`src/rtl/fp_square_pkg.sv`:
```
// Shared binary32 constants, FSM state and operand-class encodings for the
// iterative single-precision squarer.
package fp_square_pkg;

    localparam int unsigned EXP_W   = 8;
    localparam int unsigned FRAC_W  = 23;
    localparam int unsigned SIG_W   = 24;            // significand incl. hidden bit
    localparam int unsigned PROD_W  = 2 * SIG_W;
    localparam int unsigned BIAS    = 127;
    localparam int unsigned EXP_MAX = 255;

    localparam logic [31:0] QNAN  = 32'h7FC0_0000;
    localparam logic [31:0] PINF  = 32'h7F80_0000;
    localparam logic [31:0] PZERO = 32'h0000_0000;

    typedef enum logic [2:0] {
        StIdle   = 3'd0,
        StUnpack = 3'd1,
        StMul    = 3'd2,
        StRound  = 3'd3,
        StDone   = 3'd4
    } state_e;

    typedef enum logic [1:0] {
        ClsNormal = 2'd0,
        ClsZero   = 2'd1,   // zero or subnormal, both flushed
        ClsInf    = 2'd2,
        ClsNan    = 2'd3
    } class_e;

    // Classify a binary32 operand from its exponent and fraction fields.
    function automatic class_e classify(input logic [EXP_W-1:0]  exp_f,
                                        input logic [FRAC_W-1:0] frac_f);
        if (exp_f == EXP_W'(EXP_MAX)) begin
            return (frac_f != '0) ? ClsNan : ClsInf;
        end
        if (exp_f == '0) begin
            return ClsZero;
        end
        return ClsNormal;
    endfunction

endpackage

```
`src/rtl/fp_square_seq_mul24.sv`:
```
// Iterative unsigned 24x24 shift-add multiplier. A start pulse loads the
// operands; one multiplier bit is consumed per clock for 24 clocks. done_o is
// high during the last iteration cycle, product_o is final after that edge
// and held until the next start.
module seq_mul24
    import fp_square_pkg::*;
(
    input  logic              clk,
    input  logic              rst,
    input  logic              start_i,
    input  logic [SIG_W-1:0]  a_i,
    input  logic [SIG_W-1:0]  b_i,
    output logic              done_o,
    output logic [PROD_W-1:0] product_o
);

    localparam logic [4:0] LastCnt = 5'(SIG_W - 1);

    logic [PROD_W-1:0] acc_q, acc_d;
    logic [PROD_W-1:0] mcand_q, mcand_d;
    logic [SIG_W-1:0]  mplier_q, mplier_d;
    logic [4:0]        cnt_q, cnt_d;
    logic              run_q, run_d;

    // Load on start, otherwise add the shifted multiplicand for each set bit.
    always_comb begin
        acc_d    = acc_q;
        mcand_d  = mcand_q;
        mplier_d = mplier_q;
        cnt_d    = cnt_q;
        run_d    = run_q;
        if (start_i) begin
            acc_d    = '0;
            mcand_d  = {{SIG_W{1'b0}}, a_i};
            mplier_d = b_i;
            cnt_d    = '0;
            run_d    = 1'b1;
        end else if (run_q) begin
            acc_d    = acc_q + (mplier_q[0] ? mcand_q : '0);
            mcand_d  = {mcand_q[PROD_W-2:0], 1'b0};
            mplier_d = {1'b0, mplier_q[SIG_W-1:1]};
            cnt_d    = cnt_q + 5'd1;
            if (cnt_q == LastCnt) begin
                run_d = 1'b0;
            end
        end
    end

    // Multiplier state registers with synchronous reset.
    always_ff @(posedge clk) begin
        if (rst) begin
            acc_q    <= '0;
            mcand_q  <= '0;
            mplier_q <= '0;
            cnt_q    <= '0;
            run_q    <= 1'b0;
        end else begin
            acc_q    <= acc_d;
            mcand_q  <= mcand_d;
            mplier_q <= mplier_d;
            cnt_q    <= cnt_d;
            run_q    <= run_d;
        end
    end

    assign done_o    = run_q && (cnt_q == LastCnt);
    assign product_o = acc_q;

endmodule

```
`src/rtl/fp_square.sv`:
```
// Multi-cycle binary32 squarer, data_o = data_i * data_i, with a fixed
// 27-clock latency from capture to the done pulse for every input.
// Sequence: IDLE -> UNPACK -> MUL (24 clocks) -> ROUND -> DONE -> IDLE.
module fp_square
    import fp_square_pkg::*;
#(
    parameter int unsigned DATAWIDTH = 32,
    parameter int unsigned MANT_W    = 24
) (
    input  logic                 clk,
    input  logic                 rst,
    input  logic                 start,
    input  logic [DATAWIDTH-1:0] data_i,
    output logic [DATAWIDTH-1:0] data_o,
    output logic                 done,
    output logic                 busy
);

    state_e                state_q, state_d;
    logic [DATAWIDTH-1:0]  operand_q, operand_d;
    logic [EXP_W-1:0]      exp_q, exp_d;
    class_e                cls_q, cls_d;
    logic [31:0]           result_q, result_d;
    logic [DATAWIDTH-1:0]  data_q, data_d;
    logic                  done_q, done_d;

    logic [EXP_W-1:0]      op_exp;
    logic [FRAC_W-1:0]     op_frac;
    logic [MANT_W-1:0]     op_mant;
    logic                  mul_start;
    logic                  mul_done;
    logic [PROD_W-1:0]     product;

    logic                  p_hi;
    logic [FRAC_W-1:0]     mant_pre;
    logic                  guard;
    logic                  sticky;
    logic                  round_up;
    logic [FRAC_W:0]       mant_sum;
    logic signed [10:0]    e_base;
    logic signed [10:0]    e_r;
    logic [31:0]           round_res;

    // A square is never negative, so the sign is dropped; P[46] is only the
    // hidden bit of an unshifted product and carries no rounding information.
    logic unused_sign;
    logic unused_hidden;
    assign unused_sign   = operand_q[DATAWIDTH-1];
    assign unused_hidden = product[PROD_W-2];

    assign op_exp    = operand_q[30:23];
    assign op_frac   = operand_q[22:0];
    assign op_mant   = {(op_exp != '0), op_frac};
    assign mul_start = (state_q == StUnpack);

    seq_mul24 u_mul (
        .clk       (clk),
        .rst       (rst),
        .start_i   (mul_start),
        .a_i       (op_mant),
        .b_i       (op_mant),
        .done_o    (mul_done),
        .product_o (product)
    );

    // Normalise the product, round to nearest even and apply special cases.
    always_comb begin
        p_hi = product[PROD_W-1];
        if (p_hi) begin
            mant_pre = product[46:24];
            guard    = product[23];
            sticky   = |product[22:0];
        end else begin
            mant_pre = product[45:23];
            guard    = product[22];
            sticky   = |product[21:0];
        end
        round_up = guard & (sticky | mant_pre[0]);
        mant_sum = {1'b0, mant_pre} + {{FRAC_W{1'b0}}, round_up};

        // Unbiased-then-rebiased exponent: 2*e_in - BIAS, +1 on a 2.x product.
        e_base = $signed({3'b000, exp_q}) + $signed({3'b000, exp_q})
               - $signed(11'(BIAS)) + $signed({10'b0, p_hi});
        // A rounding carry leaves mant_sum[22:0] all zero and bumps the exponent.
        e_r    = e_base + $signed({10'b0, mant_sum[FRAC_W]});

        round_res = PZERO;
        unique case (cls_q)
            ClsNan:  round_res = QNAN;
            ClsInf:  round_res = PINF;
            ClsZero: round_res = PZERO;
            default: begin
                if (e_r > $signed(11'(EXP_MAX - 1))) begin
                    round_res = PINF;
                end else if (e_r < 11'sd1) begin
                    round_res = PZERO;
                end else begin
                    round_res = {1'b0, e_r[7:0], mant_sum[FRAC_W-1:0]};
                end
            end
        endcase
    end

    // Sequencer next-state and datapath register updates.
    always_comb begin
        state_d   = state_q;
        operand_d = operand_q;
        exp_d     = exp_q;
        cls_d     = cls_q;
        result_d  = result_q;
        data_d    = data_q;
        done_d    = 1'b0;
        unique case (state_q)
            StIdle: begin
                if (start) begin
                    operand_d = data_i;
                    state_d   = StUnpack;
                end
            end
            StUnpack: begin
                exp_d   = op_exp;
                cls_d   = classify(op_exp, op_frac);
                state_d = StMul;
            end
            StMul: begin
                if (mul_done) begin
                    state_d = StRound;
                end
            end
            StRound: begin
                result_d = round_res;
                state_d  = StDone;
            end
            StDone: begin
                data_d  = result_q;
                done_d  = 1'b1;
                state_d = StIdle;
            end
            default: state_d = StIdle;
        endcase
    end

    // State and datapath registers; reset aborts any op without a done pulse.
    always_ff @(posedge clk) begin
        if (rst) begin
            state_q   <= StIdle;
            operand_q <= '0;
            exp_q     <= '0;
            cls_q     <= ClsNormal;
            result_q  <= '0;
            data_q    <= '0;
            done_q    <= 1'b0;
        end else begin
            state_q   <= state_d;
            operand_q <= operand_d;
            exp_q     <= exp_d;
            cls_q     <= cls_d;
            result_q  <= result_d;
            data_q    <= data_d;
            done_q    <= done_d;
        end
    end

    assign data_o = data_q;
    assign done   = done_q;
    // The done cycle is already back in IDLE but still counts as busy.
    assign busy   = (state_q != StIdle) | done_q;

endmodule

```
`config.mk`:
```
export PLATFORM = sky130hd
export DESIGN_NAME = fp_square
export DESIGN_NICKNAME = d
export VERILOG_FILES = /design/src/rtl/fp_square_pkg.sv /design/src/rtl/fp_square_seq_mul24.sv /design/src/rtl/fp_square.sv
export SDC_FILE = /design/constraint.sdc
export NUM_CORES = 1
export LEC_CHECK = 0
export ABC_AREA = 1
export CAP_MARGIN = 0
export CORE_ASPECT_RATIO = 0.75
export CORE_MARGIN = 3
export CORE_UTILIZATION = 33
export DETAILED_ROUTE_END_ITERATION = 10
export PLACE_DENSITY = 0.56
export SLEW_MARGIN = 15
export SYNTH_ARGS = -nofsm -noshare
export SYNTH_HDL_FRONTEND = slang
export SYNTH_SLANG_ARGS = --single-unit
```
`constraint.sdc`:
```
create_clock -name clk -period 3.4 [get_ports clk]
set_clock_uncertainty 0.2 [all_clocks]
set_input_delay 0.68 -clock clk [delete_from_list [all_inputs] [get_ports clk]]
set_output_delay 0.68 -clock clk [all_outputs]
set_load 0.01 [all_outputs]
```
==> impl_metrics.tcl <==
set metrics [dict create \
    cts.sinks 233 \
    critPathCaptureType "flop" \
    synth.most_common_cell "nand2_1" \
    pin_count 69 \
    grt_pass1_wl_um 70600 \
    final_cell_area_mm2 0.0175 \
    final_nets 2496 \
    p_switching_w 0.00207 \
    core_mm2 0.0415 \
    p_comb_frac 0.176 \
    drcViolationCount 0 \
    rsz0062_at_grt "true" \
    crit_required_ns 3.60 \
    layout.cells.non_filler 2988 \
    slew_viol_final 0 \
    globalplace.congestion 0.975 \
    worstRegToRegCells 25 \
    max_freq_ghz 0.297 \
    drive_gt1_frac 0.119 \
    multiInputGateArea_mm2 0.00824 \
    post_drt_wl_per_cell_um 14.8 \
    synthMuxAreaShare 0 \
    die_w_um 245 \
    synthCells 2265 \
    p_per_area_mw_per_mm2 409 \
    grt_max_degree 80 \
    place_ws_ns -0.247 \
    internal_power_w 0.00507 \
    grt_pass1_vias 13600 \
    avgSynthCellArea_um2 6.24 \
    die_area_mm2 0.0453 \
    finalCritPeriodShare 0.990 \
    syn_nets 2353 \
    initial_core_util 0.341 \
    synth_top_family_by_area "simple AND/OR/NAND/NOR gates" \
    cts_tree "yes" \
    rows 64 \
    cp-start-kind "flop" \
    first_pass_iters 6 \
    viasPerCell 4.86 \
    synth-simple-area-share 0.313 \
    status "finished, final reports clean" \
    cts_buffer_depth 3 \
    wl_um 44300 \
    die_h_um 185 \
    place_inst 2900 \
    hold_path_class "flop to flop" \
    clkPwrFrac 0.406 \
    clk_pin_slew_ns 0.06 \
    p_sw_frac 0.290 \
    pwr-share-seq 0.418 \
    hold_violations 0 \
    grt_usage 0.191 \
    synth-edff-count 0 \
    synth-compound-area-share 0.173 \
    critPathMaxFanout 6 \
    setup_viol 0 \
    drt_iter0_markers 1018 \
    antenna_found_initial 0 \
    drtAntennaViolNets 0 \
    yosysWarningCount 0 \
    dpl_cell_area_mm2 0.0158 \
    synth_top_cell_area_share 0.330 \
    yosysSeqAreaShare 0.330 \
    synth-seq-cells 233 \
    synth_xor_area_frac 0.0211 \
    layout_setup_ws_ns 0.0343 \
    synth_area_leaders "dfxtp_1 (33%), nand2_1 (16%), inv_1 (8.7%), nor2_1 (8.1%), a21oi_1 (7.3%)" \
    synthArstFlopShare 0 \
    antenna-diode-count 0 \
    areaGrowthSynthToFinish_pct 23.7 \
    insertion_delay_ns 0.55 \
    postLayoutCoreUtil 0.421 \
    postCtsHoldBufs 0 \
    num_vias 14500 \
    tns_ns 0 \
    worst_pin_slew_ns 0.877 \
    cts_buffers 26 \
    register_area_mm2 0.00467 \
    synth_flop_cell "dfxtp_1" \
    io_buffers 66 \
    hold-path-cell-count 2 \
    clockRootBuffer "clkbuf_16" \
    yosys.area.top_type "dfxtp_1" \
    relSlewSlack 0.415 \
    maxCapViolations 0 \
    layout_min_cycle_time_ns 3.37 \
    p_leak_nw 7.90 \
    grt_overflow 0 \
    synth_commonest_cells "nand2_1 (593), inv_1 (328), nor2_1 (306), dfxtp_1 (233), a21oi_1 (207)" \
    dpl.hpwl_um 33700 \
    htreeDepth 1 \
    vdd_drop_max_v 0.000290 \
    synthAdderAreaFrac 0.0475 \
    crit_arrival_ns 3.57 \
    syn-cell-area_mm2 0.0141 \
    ys_types 46 \
    fill_cells 4499 \
    path_class "flop to flop" \
]
==> cell type report <==
type,instances,share of cell area
clock buffer,37,0.0420
clock inverter,10,0.00766
inverter,334,0.0722
multi-input combinational,1614,0.471
sequential,233,0.267
tap,561,0.0402
timing repair buffer,199,0.0993
==> layer usage <==
layer	vias up	routed length, um	global-route usage
met4	0	924	0.0415
met3	59	2330	0.0304
met2	281	18500	0.293
met1	6671	22500	0.282
li1	7514	-	-
met5	-	0	0
==> worst max-delay path, stage by stage (launching register included) <==
cell     delay, ns
dfxtp_4       0.41
buf_8         0.15
nand2_4       0.06
o21ai_4       0.07
nand2_2       0.11
nor2_4        0.11
nand2_2       0.07
inv_2         0.08
nand3_4       0.08
nor3_4        0.11
nand4_1       0.16
ha_2          0.25
inv_2         0.07
ha_4          0.16
nand2_4       0.07
nand2_1       0.12
nand2_1       0.09
nor2_4        0.13
nand3_4       0.08
nor2_4        0.13
a21oi_4       0.08
nand2_2       0.09
buf_6         0.13
nor2_1        0.05
a21oi_1       0.11
nor2_1        0.05
==> state kept, by name, indices dropped and copies added, names as in the netlist <==
register and count:
u_mul.mplier_q 24, u_mul.cnt_q 5, cls_q 2, u_mul.mcand_q 48
u_mul.run_q 1, state_q 3, operand_q 31, data_o 31
exp_q 8, result_q 31, u_mul.product_o 48, done 1
==> cells in the final DEF, fill, tap and decap left out, types with 3 or more instances in the layout <==
cell	synthesis	final
xnor2_1	5	5
nor2_2	5	15
and2_1	3	3
nand2_1	593	570
nor2_1	306	288
nand2_2	8	23
clkbuf_16	0	27
nand4_1	30	30
clkbuf_1	61	8
buf_4	2	123
clkdlybuf4s50_1	0	65
nand3_4	0	3
inv_1	328	317
ha_1	52	49
a21o_1	5	5
nor4_1	7	7
o21ai_0	158	154
nor3_1	17	14
o211ai_1	7	7
a21oi_2	2	6
inv_2	5	14
xor2_1	29	28
clkinv_2	0	4
a21oi_1	207	201
dfxtp_1	233	231
nand3_2	3	10
buf_6	3	6
o21bai_1	10	9
bufinv_16	0	3
o21a_1	4	4
nor2_4	5	14
nand3b_1	6	6
nand3_1	90	80
o21ai_4	0	3
nand2_4	2	10
o21ai_1	8	11
a221oi_1	21	21
a31oi_1	16	16
==> repair_timing <==
action                     CTS  global route
cloned                       2             0
resized for setup           36            80
setup endpoints to repair   30            37
buffers inserted            34             6
pin swaps                   23            35
==> through the flow <==
stage          power (W)  hold slack, ns
2_1_floorplan    0.00374           0.230
3_3_place_gp     0.00417           0.251
3_5_place_dp     0.00418           0.256
4_1_cts          0.00716           0.265
5_1_grt          0.00748           0.284
6_report         0.00714           0.261
==> cell families (layout without fill, tap and decap cells) <==
| family | Yosys count | in the layout |
|---|---|---|
| compound gates | 447 | 447 |
| simple gates | 1078 | 1079 |
| fa+ha+maj | 53 | 53 |
| flops | 233 | 233 |
| other cells | 1 | 1 |
| buf+inv | 419 | 580 |
| xor+xnor | 34 | 34 |
==> final timing paths <==
| path | slack (ns) | start | endpoint |
|---|---|---|---|
| max | 0.03 | u_mul.product_o[47] | result_q[16] |
| min | 0.26 | operand_q[18] | operand_q[18] |
| min reg2reg | 0.26 | operand_q[18] | operand_q[18] |
| max reg2reg | 0.03 | u_mul.product_o[47] | result_q[16] |
==> power by group through the flow <==
stage / combinational (W) / sequential [W] / clock, W
finish: 0.00125 / 0.00298 / 0.00290
global placement: 0.00114 / 0.00303 / 0
global route: 0.00140 / 0.00300 / 0.00308
CTS: 0.00120 / 0.00298 / 0.00298
detailed placement: 0.00114 / 0.00304 / 0
floorplan: 0.000730 / 0.00301 / 0
Power figures use the tool's default switching activity.
